**src/rtl/fifo_byte_reader.sv**
```systemverilog
// Unpacks WIDTH-bit FIFO words into a byte stream, LSB first, with valid/ready output.
// Optional word counter enabled by defining FIFO_BYTE_READER_STATS_EN.
module fifo_byte_reader #(
  parameter int unsigned WIDTH = 32
) (
  input  logic             clk,
  input  logic             rst,
  input  logic             en,
  input  logic             fifo_empty,
  input  logic [WIDTH-1:0] fifo_rdata,
  output logic             fifo_re,
  output logic             out_valid,
  input  logic             out_ready,
  output logic [7:0]       out_data,
  output logic             busy
`ifdef FIFO_BYTE_READER_STATS_EN
  ,
  output logic [15:0]      word_count
`endif
);

  localparam int unsigned NBYTES = WIDTH / 8;
  localparam int unsigned IdxW   = (NBYTES > 1) ? $clog2(NBYTES) : 1;
  localparam logic [IdxW-1:0] LastIdx = IdxW'(NBYTES - 1);

  typedef enum logic {StIdle, StSend} state_e;

  state_e           r_state, w_state_d;
  logic [IdxW-1:0]  r_idx, w_idx_d;
  logic [WIDTH-1:0] r_shift, w_shift_d;
  logic             w_accept;
  logic             w_last;

  always_comb begin
    w_accept  = !rst && (r_state == StSend) && out_ready;
    w_last    = (r_idx == LastIdx);
    // Reload on the final accepted byte keeps the stream bubble-free across words.
    fifo_re   = !rst && en && !fifo_empty &&
                ((r_state == StIdle) || (w_accept && w_last));
    out_valid = !rst && (r_state == StSend);
    busy      = out_valid;
    out_data  = r_shift[7:0];

    w_state_d = r_state;
    w_idx_d   = r_idx;
    w_shift_d = r_shift;
    if (fifo_re) begin
      w_state_d = StSend;
      w_idx_d   = '0;
      w_shift_d = fifo_rdata;
    end else if (w_accept) begin
      if (w_last) begin
        w_state_d = StIdle;
      end else begin
        w_idx_d   = r_idx + IdxW'(1);
        w_shift_d = r_shift >> 8;
      end
    end
  end

  always_ff @(posedge clk) begin
    if (rst) begin
      r_state <= StIdle;
      r_idx   <= '0;
      r_shift <= '0;
    end else begin
      r_state <= w_state_d;
      r_idx   <= w_idx_d;
      r_shift <= w_shift_d;
    end
  end

`ifdef FIFO_BYTE_READER_STATS_EN
  logic [15:0] r_word_count;

  always_ff @(posedge clk) begin
    if (rst) begin
      r_word_count <= '0;
    end else if (fifo_re) begin
      r_word_count <= r_word_count + 16'd1;
    end
  end

  assign word_count = r_word_count;
`endif

endmodule

```
**config.mk**
```make
export PLATFORM = sky130hd
export DESIGN_NAME = fifo_byte_reader
export DESIGN_NICKNAME = d
export VERILOG_FILES = /design/src/rtl/fifo_byte_reader.sv
export SDC_FILE = /design/constraint.sdc
export NUM_CORES = 1
export LEC_CHECK = 0
export BUFFER_PORTS_ARGS = -buffer_cell sky130_fd_sc_hd__buf_4
export CORE_UTILIZATION = 52
export CTS_CLUSTER_SIZE = 20
export DETAILED_ROUTE_END_ITERATION = 16
export GPL_ROUTABILITY_DRIVEN = 0
export PLACE_DENSITY_LB_ADDON = 0.15
export SYNTH_ARGS = -nofsm -noshare
export SYNTH_HDL_FRONTEND = slang
export SYNTH_SLANG_ARGS = --single-unit
export TNS_END_PERCENT = 100
```
**constraint.sdc**
```tcl
create_clock -name clk -period 1.85 [get_ports clk]
set_input_delay 0.0925 -clock clk [delete_from_list [all_inputs] [get_ports clk]]
set_output_delay 0.0925 -clock clk [all_outputs]
set_load 0.01 [all_outputs]
```
-- Yosys cells after proc, flatten, opt, wreduce, memory -nomap -nowiden
Index checks and enable logic that the tools add are counted.
- register bits: 35
- input bits: 37
- output and inout bits: 11
- word-level logic and storage cells: 29
- $add $sub $neg: 1
- eq/ne operators: 2
- mux-type cells: 6
- bitwise logic cells: 2
- reduce and logical (&&, ||, !) cells: 15
- operator list (cell ; number):
    $mux W32 ; 3
    $logic_and A1 B1 Y1 ; 6
    $reduce_and A2 Y1 ; 3
    $reduce_bool A2 Y1 ; 2
    $mux W1 ; 3
    $add A2 B1 Y2 const B ; 1
    $eq A2 B2 Y1 const B ; 1
    $logic_not A1 Y1 ; 2
    $ne A2 B2 Y1 const B ; 1
    $not A1 Y1 ; 2
    $reduce_or A2 Y1 ; 1
    $logic_or A1 B1 Y1 ; 1

-- Longest topological paths before layout
Gate-level depths: netlist of run 1.
- word-level depth: 8
- depth in mapped cells: 6
- mapped depth without buffers: 5

-- Least setup slack after synthesis of run 1
No wires, ideal clock.
- kind: reg-to-reg
- from: register r_idx[0]
- to: register r_idx[1]
- arrival: 1347 ps
- data required time: 1706 ps
- slack: 360 ps
- stages on the path, launching flop included: 7
- path buffers: 2
- clock period less this slack: 1490 ps
- cell sequence: dfxtp_1 -> ha_1 -> and4bb_1 -> buf_2 -> buf_2 -> mux2i_1 -> nor3_1
- longest elaborated chain between the ends: 5
- elaborated cells between the ends (all ways): 8
- RTL lines (element ; RTL line ; source):
    start: declaration ; 29 ; logic [IdxW-1:0] r_idx, w_idx_d;
    start signal: assignment ; 68 ; r_idx <= w_idx_d;
    $eq A2 B2 Y1 ; 36 ; w_last = (r_idx == LastIdx);
    $logic_and A1 B1 Y1 ; 39 ; ((r_state == StIdle) || (w_accept && w_last));
    $logic_or A1 B1 Y1 ; 39 ;
    $logic_and A1 B1 Y1 ; 38 ; fifo_re = !rst && en && !fifo_empty &&
    $reduce_or A2 Y1 (no source line) ; n/a ;
Parallel ways exist; a longest one is shown, timed or not.
A chain may end at the register's enable or synchronous reset.

-- Final worst setup path of run 1
- from: register r_idx[0]
- to: output port fifo_re
- longest elaborated chain between the ends: 4
- RTL lines (element ; RTL line ; source):
    $eq A2 B2 Y1 ; 36 ;
    $logic_and A1 B1 Y1 ; 39 ;
    $logic_or A1 B1 Y1 ; 39 ;
    $logic_and A1 B1 Y1 ; 38 ;
    end: declaration ; 11 ; output logic fifo_re,
No other way between the ends.

==> results of run 1 <==
[sequential cells by signal, summed over array words and instances, names as in the netlist]
register,count
r_state,1
r_idx,2
r_shift,32
[per-stage QoR]
step                      cells  hold slack, ns  total power, mW
after floorplan             201           0.240            0.973
after global placement      270           0.336             1.06
after detailed placement    270           0.344             1.07
after CTS                   278         0.00336             1.48
after global routing        278         0.00432             1.55
final                       278         0.00474             1.48
[cell families (layout without fill, tap and decap cells)]
kind of cell	after synthesis	after routing	share of synthesized area [%]
xor gates and xnor gates	1	1	0.486
adders and majority gates	1	1	0.694
DFF	35	35	38.9
muxes	1	1	0.556
and+or+nand+nor	89	89	23.6
buffers and inverters	31	62	10.3
AOI/OAI and AO/OA	43	43	25.4
[power by group through the flow]
| stage | Combinational, mW | Sequential (mW) | Clock (mW) |
|---|---|---|---|
| after global routing | 0.267 | 0.813 | 0.467 |
| after CTS | 0.245 | 0.808 | 0.431 |
| final | 0.245 | 0.808 | 0.424 |
| after global placement | 0.235 | 0.824 | 0 |
| after detailed placement | 0.243 | 0.825 | 0 |
| after floorplan | 0.154 | 0.819 | 0 |
[cell type report]
cell class              count  area, sq um
clock inverters             1         5.00
well taps                  46         57.6
multi-input cells         135          925
repair buffers             54          445
fillers                   282         1150
inverters                   1         3.75
flip-flops and latches     35          701
clock buffers               6         51.3
[synthesized netlist by cell type]
cell type,number,area [sq um]
buf_6,3,33.8
mux2i_1,1,10.0
a21oi_1,9,45.0
nor3_1,26,130
and4bb_1,1,12.5
inv_1,1,3.75
nor2b_1,1,6.26
nand2b_1,1,6.26
nor3b_4,1,18.8
buf_2,11,55.1
a21bo_2,1,10.0
dfxtp_1,35,701
a21boi_1,1,7.51
nand2_4,1,11.3
or3b_1,1,8.76
nand2_1,48,180
o211ai_1,8,60.1
buf_4,9,67.6
a311oi_2,20,300
a311oi_1,4,35.0
nand3_1,8,40.0
clkbuf_1,7,26.3
ha_1,1,12.5
xnor2_1,1,8.76
nand4bb_1,1,11.3
[metal layers]
metal	share of wire [%]	global-route usage (%)	wire [microns]	up-vias
met4	1.7	10.7	68	0
met3	4.4	5.12	175	8
met5	0	0	0	-
li1	-	-	-	785
met1	47	30.3	1860	731
met2	47	36.4	1860	41
[worst max path at each step]
stage,start,to,cells past startpoint
global route,r_idx[0],fifo_re,5
floorplan,r_idx[0],r_idx[1],6
finish,r_idx[0],fifo_re,5
detailed placement,r_idx[0],r_shift[4],5
global placement,r_idx[0],r_shift[1],5
CTS,r_idx[0],fifo_re,5
[worst max-delay path, stage by stage (launching register included)]
cell and delay [ns]:
dfxtp_1 0.33, ha_1 0.25, a21bo_4 0.28, nand2_4 0.20, inv_1 0.12, buf_4 0.16
[repair_timing]
item                       in CTS  in global routing
setup endpoints to repair       0                  1
hold buffers                    1                  0
hold endpoints to repair        3                  0
gates resized for setup         0                  1
==> flow_summary.toml, run 1 <==
[run_status]
status = "finished clean"

[power_and_ir_drop]
power-per-cell-area_mw_per_mm2 = 675
p_leak_nw = 0.793
pwr-share-seq_pct = 54.7
switching_share_pct = 26.2
internal-power_mw = 1.09
combPwrFrac_pct = 16.6
pwr-share-clk_pct = 28.7
power.switching_mw = 0.387
vdd_ir_drop_max_mv = 0.401

[synth]
syn-cell-area_sq_mm = 0.00180
ys_seq_elements = 35
yosysSeqAreaShare_pct = 38.9
avgSynthCellArea_sq_um = 8.96
netlist-cell-type-count = 25
synth_warnings = 0
syn-instance-count = 201
syn_nets = 239

[global_route]
overflow = 0
grt_pass1_wl_microns = 6260
antenna_found_initial = 0
groute.usage.overall_pct = 23.1
first_global_vias = 1407
grt_max_degree = 33

[floorplan]
pin_count = 48
coreArea_sq_mm = 0.00334
start_util_pct = 54.0
die-area_sq_mm = 0.00370
die_h_microns = 60.9
die_x_microns = 60.9
placementRows = 21

[sta]
setup_tns_ns = 0
period_needed_ns = 1.78
worst_pin_slew_ns = 0.453
setup_ws_ns = 0.0733
fmax_mhz = 563
report.final.slew_viol_count = 0
finalSetupViolCount = 0
rsz0062_at_grt = "no"
hold_viol_final = 0
slew-limit-headroom_pct = 69.8
clock_skew_ns = 0.00516
period_share_pct = 96.0

[clock_network]
cts_tree = "built"
post_cts_buffers = 0
path_clk_slew_ns = 0.10
clockBufferDepth = 2
root_buffer = "clkbuf_4"
clk_latency_ns = 0.34
clock-sinks = 35
htree_levels = 2
cts-buffers-inserted = 5

[hold_path]
hold_path_class = "primary input to register"
holdPathStages = 3
hp-start = "fifo_rdata[26]"
whs_endpoint = "r_shift[26]"

[final_layout]
diodes = 0
final_cell_mix = "buf_4, nand2_1, dfxtp_1, nor3_1, a311oi_2"
final_util_pct = 65.6
area_growth_syn_to_layout_pct = 21.5
layout-drive-gt1-share_pct = 36.2
nNetsFinal = 270
stdcell_area_sq_mm = 0.00219
final_common_cell = "buf_4"

[critical_path]
r2r_setup_slack_ns = 0.22
rr_endpoint = "r_shift[1]"
worst_setup_path_end_kind = "output pin"
rr_startpoint = "r_idx[0]"
cp.arrival_ns = 1.68
critPathMaxFanout = 12
r2r_cells = 5
crit_required_ns = 1.76
critical_path_class = "register to output pin"
crit_path_start_kind = "register"

[route]
firstDrtPassIters = 4
num_vias = 1565
first_iter_violations = 96
drc = 0
totalWireLength_microns = 3960
post_drt_wl_per_cell_microns = 14.2
via_per_inst = 5.63
ant_nets = 0

[place]
dp_hpwl_microns = 2650
place_ws_ns = 0.254
port_buffers = 47
placed_area_sq_mm = 0.00212

[flow_run]
max-cap-violations = 0
Note: power is estimated with default switching activity, not from simulation.
==> run 2, diff against run 1 <==
Settings changed: CORE_UTILIZATION 52 to 45.
==> flow_summary.toml, run 2 (synthesized netlist as in run 1, its figures left out) <==
[global_route]
grtUsageMet1_pct = 26.7
overflow = 0
groute.usage.overall_pct = 20.8
first_global_vias = 1503
use_met3_pct = 4.34
use_met2_pct = 33.0
antenna_found_initial = 0
grt_busiest_layer = "met2"
grt_pass1_wl_microns = 6760
grt_max_degree = 33

[hold_path]
holdPathStages = 3
hold_path_class = "primary input to register"
whs_endpoint = "r_shift[27]"
hp-start = "fifo_rdata[27]"

[power_and_ir_drop]
combPwrFrac_pct = 15.4
pwr-share-clk_pct = 33.1
p_leak_nw = 0.803
power-per-cell-area_mw_per_mm2 = 714
total_power_mw = 1.57
vdd_ir_drop_max_mv = 0.469
internal-power_mw = 1.18
power.switching_mw = 0.396
switching_share_pct = 25.2
pwr-share-seq_pct = 51.5

[clock_network]
cts_tree = "built"
ctsHoldBuffers = 0
root_buffer = "clkbuf_8"
post_cts_buffers = 0
cts-buffers-inserted = 5
clockBufferDepth = 2
htree_levels = 2
clock-sinks = 35
ctsResizeCount = 0
clk_latency_ns = 0.28
path_clk_slew_ns = 0.07

[final_layout]
reg_top3 = "r_shift x32, r_idx x2, r_state x1"
regMostFlops = "r_shift"
area_growth_syn_to_layout_pct = 22.2
largest_reg_flops = 32
fin_cells = 282
final_cell_mix = "buf_4, nand2_1, dfxtp_1, nor3_1, a311oi_2"
nNetsFinal = 271
layout-drive-gt1-share_pct = 36.3
final_common_cell = "buf_4"
diodes = 0

[sta]
slew-limit-headroom_pct = 75.0
report.final.slew_viol_count = 0
rsz0062_at_grt = "no"
clock_skew_ns = 0.00527
finalSetupViolCount = 0
period_share_pct = 91.2
hold_viol_final = 0
period_needed_ns = 1.69
setup_tns_ns = 0
setup_ws_ns = 0.163
fmax_mhz = 593
worst_pin_slew_ns = 0.375

[run_status]
status = "finished clean"

[floorplan]
coreArea_sq_mm = 0.00374
die_x_microns = 65.3
pin_count = 48
placementRows = 22
die_h_microns = 65.3
start_util_pct = 48.1
die-area_sq_mm = 0.00426

[critical_path]
cp.arrival_ns = 1.59
rr_startpoint = "r_idx[0]"
cp-startpoint = "r_idx[0]"
r2r_setup_slack_ns = 0.28
r2r_cells = 5
critical_path_class = "register to output pin"
crit_path_start_kind = "register"
critPathMaxFanout = 10
rr_endpoint = "r_shift[6]"
crit_required_ns = 1.76
worst_setup_path_end_kind = "output pin"

[place]
place_ws_ns = 0.285
dp_hpwl_microns = 2820
placedCellCount = 274
port_buffers = 47

[flow_run]
max-cap-violations = 0

[route]
totalWireLength_microns = 4060
num_vias = 1548
post_drt_wl_per_cell_microns = 14.4
drc = 0
first_iter_violations = 108
via_per_inst = 5.49
firstDrtPassIters = 4
ant_nets = 0
-- run 2: changes by cell type in the layout (fill, tap and decap cells not counted) --
cell	delta
a21bo_2	+1
a21bo_4	-1
buf_12	-1
buf_4	+3
clkbuf_1	+2
clkbuf_4	-5
clkbuf_8	+4
dlygate4sd3_1	-1
-- run 2: critical path: stages, from the launching register on --
cell and delay (ns):
dfxtp_1 0.36, ha_1 0.23, a21bo_2 0.29, nand2_4 0.15, inv_1 0.15, buf_4 0.14
-- run 2: how the worst max path moves through the flow --
stage | to | slack, ns | cells after the start
global route | fifo_re | 0.08 | 5
detailed placement | r_shift[6] | 0.28 | 5
CTS | fifo_re | 0.15 | 5
finish | fifo_re | 0.16 | 5
floorplan | r_idx[1] | 0.36 | 6
global placement | r_shift[5] | 0.41 | 5
-- run 2: layout make-up --
class                           count  area, sq um
Sequential cell                    35          701
Clock buffer                        7         76.3
Inverter                            1         3.75
Clock inverter                      1         5.00
Timing Repair Buffer               55          438
Tap cell                           48         60.1
Multi-Input combinational cell    135          918
Fill cell                         346         1540
-- run 2: per-stage QoR --
stage | hold slack, ns | instance area [sq um] | utilization (%)
after floorplan | 0.240 | 1800 | -
after global placement | 0.358 | 2120 | 56.7
after detailed placement | 0.369 | 2120 | 56.7
after CTS | 0.0655 | 2200 | 58.8
after global routing | 0.0673 | 2200 | 58.8
final | 0.0698 | 2200 | 58.8
-- run 2: layer usage --
metal / share of wire, % / vias to the layer above
met4: 2.1 / 0
met1: 47 / 719
met2: 46 / 39
met5: 0 / -
li1: - / 783
met3: 4.7 / 7
-- run 2: power groups by stage --
| stage | clock network (mW) | registers [mW] | logic, mW |
|---|---|---|---|
| final | 0.520 | 0.810 | 0.242 |
| after global routing | 0.564 | 0.812 | 0.264 |
| after CTS | 0.537 | 0.809 | 0.244 |
| after detailed placement | 0 | 0.826 | 0.243 |
| after global placement | 0 | 0.824 | 0.237 |
| after floorplan | 0 | 0.819 | 0.154 |
==> run 3, diff against run 2 <==
Clock period 1.85 ns to 1.86 ns, I/O delays scaled along.
==> flow_summary.toml, run 3 (synthesized netlist as in run 1, its figures left out) <==
[run_status]
status = "finished clean"

[global_route]
overflow = 0
use_met2_pct = 33.6
first_global_vias = 1493
grt_max_degree = 33
grtUsageMet1_pct = 25.9
use_met3_pct = 4.17
groute.usage.overall_pct = 20.6
grt_pass1_wl_microns = 6710
grt_busiest_layer = "met2"
antenna_found_initial = 0

[clock_network]
path_clk_slew_ns = 0.07
post_cts_buffers = 0
ctsHoldBuffers = 0
clockBufferDepth = 2
clk_latency_ns = 0.28
cts_tree = "built"
ctsResizeCount = 0
htree_levels = 2
clock-sinks = 35
cts-buffers-inserted = 5
root_buffer = "clkbuf_8"

[final_layout]
stdcell_area_sq_mm = 0.00219
nNetsFinal = 270
area_growth_syn_to_layout_pct = 21.8
layout-drive-gt1-share_pct = 36.1
final_common_cell = "buf_4"
regMostFlops = "r_shift"
diodes = 0
final_cell_mix = "buf_4, nand2_1, dfxtp_1, nor3_1, a311oi_2"
largest_reg_flops = 32
reg_top3 = "r_shift x32, r_idx x2, r_state x1"

[sta]
fmax_mhz = 586
timing.hold.ws_ns = 0.0758
period_needed_ns = 1.71
slew-limit-headroom_pct = 71.3
finalSetupViolCount = 0
rsz0062_at_grt = "no"
period_share_pct = 91.7
hold_viol_final = 0
setup_ws_ns = 0.154
clock_skew_ns = 0.00866
worst_pin_slew_ns = 0.430
report.final.slew_viol_count = 0
setup_tns_ns = 0

[power_and_ir_drop]
combPwrFrac_pct = 15.4
power-per-cell-area_mw_per_mm2 = 711
switching_share_pct = 25.1
pwr-share-clk_pct = 33.0
pwr-share-seq_pct = 51.6
internal-power_mw = 1.17
power.switching_mw = 0.391
p_leak_nw = 0.797
vdd_ir_drop_max_mv = 0.506
total_power_mw = 1.56

[route]
firstDrtPassIters = 4
drc = 0
via_per_inst = 5.48
first_iter_violations = 105
num_vias = 1541
ant_nets = 0
totalWireLength_microns = 4040
post_drt_wl_per_cell_microns = 14.4

[floorplan]
start_util_pct = 48.1
pin_count = 48
coreArea_sq_mm = 0.00374
die_x_microns = 65.3
placementRows = 22
die_h_microns = 65.3
die-area_sq_mm = 0.00426

[critical_path]
cp.buffers_inverters = 2
cp.arrival_ns = 1.61
critPathSlowestCell = "dfxtp_1"
path_cells = "ha_1 > a21bo_2 > nand2_4 > inv_1 > buf_4"
critPathMaxFanout = 10
slowest_delay_ns = 0.35
crit_required_ns = 1.77
critical_path_class = "register to output pin"
crit_path_start_kind = "register"
worst_setup_path_end_kind = "output pin"
cp_top_family = "flip-flops"

[flow_run]
max-cap-violations = 0

[hold_path]
hold_path_class = "primary input to register"

[place]
dp_hpwl_microns = 2780
placed_area_sq_mm = 0.00211
port_buffers = 47
place_ws_ns = 0.301
run 3: worst register-to-register path, delay by kind of cell, from the launching register on:
family                     cells  cell delay [ns]
AOI/OAI and AO/OA              2             0.42
DFF                            1             0.32
adders and majority gates      1             0.25
and+or+nand+nor                1             0.16
buffers and inverters          1             0.33
run 3: power by group through the flow:
stage               Clock (mW)  Sequential [mW]  Combinational, mW
global placement             0            0.819              0.234
finish                   0.515            0.804              0.240
detailed placement           0            0.820              0.242
global route             0.573            0.808              0.260
CTS                      0.531            0.804              0.243
floorplan                    0            0.815              0.153
run 3: cell type report:
type                    count  area, sq um
fillers                   356         1550
multi-input cells         135          918
flip-flops and latches     35          701
repair buffers             54          430
clock buffers               7         76.3
well taps                  48         60.1
clock inverters             1         5.00
inverters                   1         3.75
run 3: final timing paths:
kind	from	end	slack [ns]	cells past startpoint
hold / removal	fifo_rdata[26]	r_shift[26]	0.08	3
hold reg to reg	r_shift[13]	r_shift[5]	0.49	2
setup reg to reg	r_idx[0]	r_shift[10]	0.30	5
setup / recovery	r_idx[0]	fifo_re	0.15	5
run 3: through the flow:
| step | utilization (%) | std cells |
|---|---|---|
| floorplan | - | 201 |
| global placement | 56.5 | 273 |
| detailed placement | 56.5 | 273 |
| CTS | 58.6 | 281 |
| global route | 58.6 | 281 |
| finish | 58.6 | 281 |
run 3: layer usage:
layer  vias up  part of all wire (%)
met4         0                   1.6
met3         7                   4.7
met2        38                    46
met1       717                    48
li1        779                     -
met5         -                     0
